### config.mk
export PLATFORM = sky130hd
export DESIGN_NAME = interleaver_ctrl_flat
export DESIGN_NICKNAME = d
export VERILOG_FILES = /design/src/rtl/interleaver_ctrl_if.sv /design/src/rtl/interleaver_ctrl.sv /design/src/flat_wrapper.sv
export SDC_FILE = /design/constraint.sdc
export NUM_CORES = 1
export LEC_CHECK = 0
export CAP_MARGIN = 10
export CORE_MARGIN = 2
export CORE_UTILIZATION = 53
export DETAILED_ROUTE_END_ITERATION = 7
export PLACE_DENSITY = 0.84
export SYNTH_ARGS = -nofsm -noshare
export SYNTH_HDL_FRONTEND = slang
export SYNTH_SLANG_ARGS = --single-unit
### constraint.sdc
create_clock -name clk -period 6.15 [get_ports clk]
set_input_delay 1.23 -clock clk [delete_from_list [all_inputs] [get_ports clk]]
set_output_delay 1.23 -clock clk [all_outputs]
set_load 0.05 [all_outputs]
### src/rtl/interleaver_ctrl_if.sv
// Byte stream, RAM-stage and output signals of the convolutional interleaver controller.
// The design drives the slave side; the source and the RAM stage drive the master side.
interface interleaver_ctrl_if;
    logic        in_valid;
    logic        in_sync;
    logic [7:0]  din;
    logic [7:0]  ram_dout;
    logic [10:0] push;
    logic [3:0]  sel;
    logic        ram_re;
    logic [7:0]  ram_din;
    logic        out_valid;
    logic        out_sync;
    logic [7:0]  dout;
    logic        sync_err;

    modport slave (
        input  in_valid, in_sync, din, ram_dout,
        output push, sel, ram_re, ram_din, out_valid, out_sync, dout, sync_err
    );

    modport master (
        output in_valid, in_sync, din, ram_dout,
        input  push, sel, ram_re, ram_din, out_valid, out_sync, dout, sync_err
    );
endinterface

### src/rtl/interleaver_ctrl.sv
// Convolutional interleaver controller: steers bytes round-robin onto RAM delay levels,
// bypasses branch 0 through two registers so every branch shows a 2-cycle latency.
module interleaver_ctrl #(
    parameter int unsigned SYNC_ALIGN = 1,
    parameter int unsigned NBR        = 12
) (
    input logic              clk,
    input logic              reset,
    interleaver_ctrl_if.slave bus
);

    logic [3:0]  br_q;
    logic [3:0]  cur_br;
    logic [3:0]  nxt_br;
    logic [3:0]  lvl;

    logic [10:0] push_q;
    logic [3:0]  sel_q;
    logic        ram_re_q;
    logic [7:0]  ram_din_q;
    logic        sync_err_q;

    logic        s1_valid_q;
    logic        s1_sync_q;
    logic        s1_byp_q;
    logic [7:0]  byp1_q;

    logic        out_valid_q;
    logic        out_sync_q;
    logic        out_byp_q;
    logic [7:0]  byp2_q;
    logic [7:0]  hold_q;
    logic [7:0]  dout_c;

    always_comb begin
        cur_br = br_q;
        if ((SYNC_ALIGN != 0) && bus.in_sync) begin
            cur_br = 4'd0;
        end
        nxt_br = (cur_br == 4'(NBR - 1)) ? 4'd0 : cur_br + 4'd1;
        lvl    = cur_br - 4'd1;
    end

    // RAM read data arrives in the output cycle itself, so the output mux is combinational;
    // hold_q keeps the last valid byte visible across idle cycles.
    always_comb begin
        dout_c = hold_q;
        if (out_valid_q) begin
            dout_c = out_byp_q ? byp2_q : bus.ram_dout;
        end
    end

    always_ff @(posedge clk) begin
        if (reset) begin
            br_q        <= '0;
            push_q      <= '0;
            sel_q       <= '0;
            ram_re_q    <= 1'b0;
            ram_din_q   <= '0;
            sync_err_q  <= 1'b0;
            s1_valid_q  <= 1'b0;
            s1_sync_q   <= 1'b0;
            s1_byp_q    <= 1'b0;
            byp1_q      <= '0;
            out_valid_q <= 1'b0;
            out_sync_q  <= 1'b0;
            out_byp_q   <= 1'b0;
            byp2_q      <= '0;
            hold_q      <= '0;
        end else begin
            push_q     <= '0;
            ram_re_q   <= 1'b0;
            s1_valid_q <= bus.in_valid;
            s1_sync_q  <= bus.in_valid & bus.in_sync;
            if (bus.in_valid) begin
                br_q     <= nxt_br;
                s1_byp_q <= (cur_br == 4'd0);
                byp1_q   <= bus.din;
                if (cur_br != 4'd0) begin
                    push_q    <= 11'd1 << lvl;
                    sel_q     <= lvl;
                    ram_re_q  <= 1'b1;
                    ram_din_q <= bus.din;
                end
                if (bus.in_sync && (br_q != 4'd0)) begin
                    sync_err_q <= 1'b1;
                end
            end

            out_valid_q <= s1_valid_q;
            out_sync_q  <= s1_sync_q;
            if (s1_valid_q) begin
                out_byp_q <= s1_byp_q;
                byp2_q    <= byp1_q;
            end
            if (out_valid_q) begin
                hold_q <= dout_c;
            end
        end
    end

    assign bus.push      = push_q;
    assign bus.sel       = sel_q;
    assign bus.ram_re    = ram_re_q;
    assign bus.ram_din   = ram_din_q;
    assign bus.sync_err  = sync_err_q;
    assign bus.out_valid = out_valid_q;
    assign bus.out_sync  = out_sync_q;
    assign bus.dout      = dout_c;

endmodule

### src/flat_wrapper.sv
// flat-port wrapper written by rule: the top's interface ports become plain ports
module interleaver_ctrl_flat 
#(
    parameter int unsigned SYNC_ALIGN = 1,
    parameter int unsigned NBR        = 12
)
  (clk, reset, bus_in_valid, bus_in_sync, bus_din, bus_ram_dout, bus_push, bus_sel, bus_ram_re, bus_ram_din, bus_out_valid, bus_out_sync, bus_dout, bus_sync_err);
  interleaver_ctrl_if bus_i ();
  input logic clk;
  input logic reset;
  input wire logic [$bits(bus_i.in_valid)-1:0] bus_in_valid;
  input wire logic [$bits(bus_i.in_sync)-1:0] bus_in_sync;
  input wire logic [$bits(bus_i.din)-1:0] bus_din;
  input wire logic [$bits(bus_i.ram_dout)-1:0] bus_ram_dout;
  output wire logic [$bits(bus_i.push)-1:0] bus_push;
  output wire logic [$bits(bus_i.sel)-1:0] bus_sel;
  output wire logic [$bits(bus_i.ram_re)-1:0] bus_ram_re;
  output wire logic [$bits(bus_i.ram_din)-1:0] bus_ram_din;
  output wire logic [$bits(bus_i.out_valid)-1:0] bus_out_valid;
  output wire logic [$bits(bus_i.out_sync)-1:0] bus_out_sync;
  output wire logic [$bits(bus_i.dout)-1:0] bus_dout;
  output wire logic [$bits(bus_i.sync_err)-1:0] bus_sync_err;
  assign bus_i.in_valid = bus_in_valid;
  assign bus_i.in_sync = bus_in_sync;
  assign bus_i.din = bus_din;
  assign bus_i.ram_dout = bus_ram_dout;
  assign bus_push = bus_i.push;
  assign bus_sel = bus_i.sel;
  assign bus_ram_re = bus_i.ram_re;
  assign bus_ram_din = bus_i.ram_din;
  assign bus_out_valid = bus_i.out_valid;
  assign bus_out_sync = bus_i.out_sync;
  assign bus_dout = bus_i.dout;
  assign bus_sync_err = bus_i.sync_err;
  interleaver_ctrl #(.SYNC_ALIGN(SYNC_ALIGN), .NBR(NBR)) u_core (.clk(clk), .reset(reset), .bus(bus_i));
endmodule
# Word-level counts from Yosys, hierarchy flattened
# Cells that the tools add are included.
# W data, S select, Z words.
# op_classes
n_eq_ne	1
mux	5
n_addsub	2
reduce_logical	8
shifts	1
magnitude_cmp	0
multipliers	0
bitwise	3
n_div	0
# op_table
operator	n
$mux W8	2
$shl A1 B4 Y11 const A	1
$mux W4	2
$reduce_bool A4 Y1	2
$add A4 B1 Y4 const B	1
$eq A4 B4 Y1 const B	1
$logic_not A4 Y1	1
$reduce_and A2 Y1	2
$sub A4 B1 Y4 const B	1
$reduce_or A3 Y1	1
$not A1 Y1	2
$reduce_or A2 Y1	1
$and A1 B1 Y1	1
$logic_and A1 B1 Y1	1
$mux W1	1
# word_totals
latchBits	0
in_bits	20
ram_bits	0
regBits	59
mem_bits_ro	0
mem_count	0
word_cells	35

# Longest topological paths before layout
# logic_depth
ltp_word	4
depth_mapped	7
mapped_depth_nobuf	6

# Worst setup path after synthesis
# OpenSTA, ideal clock, no wires.
# synth_path
path_type	input-to-output
from	input bus_ram_dout[0]
to	output bus_dout[0]
path_stages	2
path_slack_ps	2825
required_time_ps	4920
arrival_ps	2095
path_cell_list	mux2i_1 a21oi_1
# synth_between
elab_chain_len	2
# synth_lines
item	line	rtl
start, declared	flat_wrapper.sv:14	input wire logic [$bits(bus_i.ram_dout)-1:0] bus_ram_dout;
$mux W8	interleaver_ctrl.sv:49	dout_c = out_byp_q ? byp2_q : bus.ram_dout;
$mux W8	interleaver_ctrl.sv:48	if (out_valid_q) begin
end, declared	flat_wrapper.sv:21	output wire logic [$bits(bus_i.dout)-1:0] bus_dout;
# No other way between the ends.

# Worst setup path in the final report
# layout_path
from	input bus_ram_dout[3]
to	output bus_dout[3]
# Same word-level chain as after synthesis.

==> impl_metrics.csv <==
group,metric,value,unit
outcome,outcome,"finished, final reports clean",
sta,rsz0062_at_grt,"false",
setup_path,critPathRequiredTime,4920,ps
min_path,hold_path_end,"u_core.bus.out_sync",
setup_path,critPathMaxStageDelay,850,ps
finish,drive_gt1_share,8.333,%
synth,yosys_warnings,0,
synth,synth.distinct_cells,37,
detailed_routing,wire_per_inst,13.20,um
detailed_routing,drt_iter0_drc,115,
grt,overflow,0,
detailed_routing,first_pass_iters,4,
sta,setup_viol,0,
floorplanning,start_util,54.77,%
sta,slew_headroom,44.69,%
synth,synth_cells,235,
place,placed_cell_area,2913,um2
power_and_ir_drop,p_leak,0.001161,uW
grt,track_usage,19.72,%
synth,syn_area,2385,um2
sta,hold_violations,0,
clock_network,post_cts_resized,0,
finish,fin_util,70.57,%
clock_network,root_buffer,"clkbuf_8",
min_path,min_from,"u_core.s1_sync_q",
setup_path,crit_chain,"clkdlybuf4s50_1 -> mux2i_1 -> a21oi_1 -> clkdlybuf4s50_1",
setup_path,start_kind,"input port",
clock_network,cts_max_level,3,
floorplanning,dieWidth,71.08,um
sta,tns,0,ps
clock_network,tritoncts,"built",
sta,fin_worst_skew,6.830,ps
clock_network,holdBufCountCts,0,
setup_path,r2r_start,"u_core.br_q[0]",
power_and_ir_drop,ir_drop,168.6,uV
min_path,hold_class,"register to register",
clock_network,numCtsBuffers,9,
setup_path,crit_path_end_kind,"output pin",
grt,antenna_found_initial,0,
finish,syn_to_final_growth,28.86,%
setup_path,worst_path_max_delay_cell,"clkdlybuf4s50_1",
grt,first_global_vias,1599,
setup_path,r2r-end,"u_core.bus.sel[0]",
synth,yosysSeqAreaShare,49.53,%
synth,synth_seq_cells,59,
sta,min_period,4032,ps
detailed_routing,num_vias,1744,
synth,synth.avg_cell_area,10.15,um2
floorplanning,core,4354,um2
detailed_routing,drc_errors,0,
power_and_ir_drop,power.density,266.3,nW/um2
clock_network,clock-sinks,59,
detailed_routing,wl,4488,um
place,pre_cts_ws,2110,ps
grt,grt_first_pass_wirelength,7652,um
sta,maxSlewViolCount,0,
place,gp_congestion,0.8356,
sta,period_share,65.56,%
floorplanning,die_h,71.08,um
finish,fill_cells,329,
sta,worstMarginPinSlew,827.0,ps
setup_path,r2r_cells,6,
setup_path,worstPathArrival,2800,ps
clock_network,post_cts_buffers,0,
grt,grt_max_degree,57,
clock_network,clk_pin_slew_worst_paths,60,ps
run,drv_cap,0,
detailed_routing,routed_via_density,5.129,
synth,syn-num-nets,260,
finish,fin_area,3073,um2
min_path,hold_depth,1,
setup_path,crit_type,"input port to output pin",
clock_network,clk_path_buf_depth,2,
setup_path,worstPathMaxFanout,2,
setup_path,crit_top_cell,"clkdlybuf4s50_1",
finish,diodes,0,
clock_network,worstSkewPairLatency,340,ps
floorplanning,rows,24,
floorplanning,die-area,5052,um2
place,dp_hpwl,2990,um
sta,finalWorstSetupSlack,2118,ps
detailed_routing,drt.antenna.violating_nets,0,
setup_path,reg2reg_slack,3930,ps
finish,final_nets,309,
floorplanning,io_pins,55,
place,io_buffers,54,
sta,fmax,248.0,MHz
==> worst max-delay path by stage <==
stage | start | end | slack [ps] | cells past startpoint
6_report | bus_ram_dout[3] | bus_dout[3] | 2120 | 4
5_1_grt | bus_ram_dout[3] | bus_dout[3] | 2040 | 4
4_1_cts | bus_ram_dout[4] | bus_dout[4] | 2100 | 4
3_5_place_dp | bus_ram_dout[4] | bus_dout[4] | 2110 | 4
3_3_place_gp | bus_ram_dout[1] | bus_dout[1] | 2130 | 4
2_1_floorplan | bus_ram_dout[0] | bus_dout[0] | 2830 | 2
==> stage by stage <==
step	total power, uW	hold WS [ps]	cells
2_1_floorplan	494.6	413.8	235
3_3_place_gp	530.8	421.4	325
3_5_place_dp	532.6	429.8	325
4_1_cts	825.8	444.4	340
5_1_grt	852.0	461.8	340
6_report	818.2	438.1	340
==> worst max-delay path: cells and delay by family <==
| family | cells | cell delay [ps] |
|---|---|---|
| buf+inv | 2 | 1310 |
| compound gates | 1 | 210 |
| mux | 1 | 60 |
==> synth_stat cells (all sizes together) <==
| library cell | count | area (um2) |
|---|---|---|
| nor3b | 2 | 20.02 |
| mux2i | 33 | 330.3 |
| o21ai | 3 | 15.01 |
| o2bb2ai | 2 | 17.52 |
| mux2 | 1 | 11.26 |
| and2 | 1 | 6.260 |
| ha | 5 | 62.56 |
| nor2 | 31 | 116.4 |
| or3 | 1 | 11.26 |
| o31ai | 1 | 7.510 |
| a32oi | 1 | 8.760 |
| nor3 | 4 | 20.02 |
| a21oi | 9 | 45.04 |
| buf | 8 | 55.05 |
| a211o | 1 | 8.760 |
| a211oi | 2 | 15.01 |
| xnor2 | 1 | 8.760 |
| o21ba | 1 | 10.01 |
| nand2 | 3 | 11.26 |
| dfxtp | 59 | 1181 |
| xor2 | 1 | 8.760 |
| nand3b | 3 | 22.52 |
| a21boi | 1 | 7.510 |
| clkbuf | 10 | 37.54 |
| nand2b | 23 | 143.9 |
| nor4b | 3 | 38.79 |
| nor2b | 13 | 81.33 |
| o21bai | 1 | 7.510 |
| o31a | 1 | 8.760 |
| nor4 | 4 | 43.80 |
| inv | 6 | 22.52 |
==> metal layers <==
layer,track usage [%],up-vias,part of all wire [%]
li1,-,887,-
met1,23.76,805,43
met2,31.15,42,50
met3,4.843,10,5.3
met4,13.21,0,1.7
met5,0,-,0
==> power breakdown <==
part           leakage (uW)  switching [uW]  total (uW)  internal (uW)
Clock             0.0000860             141         294            153
Sequential         0.000481            11.0         408            397
Combinational      0.000594            66.8         117           49.8
==> cell usage in the layout, fill, tap and decap left out, types with 2 or more instances in the layout <==
| cell type | n |
|---|---|
| nor2b_1 | 13 |
| nor4b_2 | 2 |
| nand2_1 | 3 |
| clkbuf_8 | 10 |
| nor3_1 | 4 |
| buf_4 | 2 |
| nor4_2 | 3 |
| nor2_1 | 31 |
| clkdlybuf4s50_1 | 54 |
| nand3b_1 | 3 |
| clkbuf_1 | 2 |
| o2bb2ai_1 | 2 |
| ha_1 | 5 |
| o21ai_0 | 2 |
| a21oi_1 | 9 |
| dfxtp_1 | 59 |
| inv_1 | 6 |
| mux2i_1 | 33 |
| nand2b_1 | 23 |
| a211oi_1 | 2 |
| clkinv_2 | 3 |
==> cell families after synthesis <==
family                   count (synthesis)  synth area share (%)
flip-flops                              59                 49.53
buffers and inverters                   24                 4.827
adder cells (fa/ha/maj)                  5                 2.623
multiplexers                            34                 14.32
XOR/XNOR                                 2                0.7347
AND/OR/NAND/NOR                         88                 21.62
AO/OA/AOI/OAI                           23                 6.349
==> registers in the layout, indices dropped and copies added (netlist names), 4 cells and up <==
signal and count:
u_core.bus.push 11, u_core.bus.ram_din 8, u_core.byp1_q 8, u_core.byp2_q 8, u_core.hold_q 8, u_core.br_q 4
u_core.bus.sel 4
==> final cells by class <==
cell class | count | area (um2) | area share (%)
repair buffers | 56 | 555.5 | 18.08
flip-flops and latches | 59 | 1181 | 38.44
well taps | 52 | 65.06 | 2.117
multi-input cells | 152 | 1089 | 35.42
inverters | 6 | 22.52 | 0.7329
clock inverters | 3 | 15.01 | 0.4886
clock buffers | 12 | 145.1 | 4.723
No activity file was read; power rests on OpenSTA's default activity.
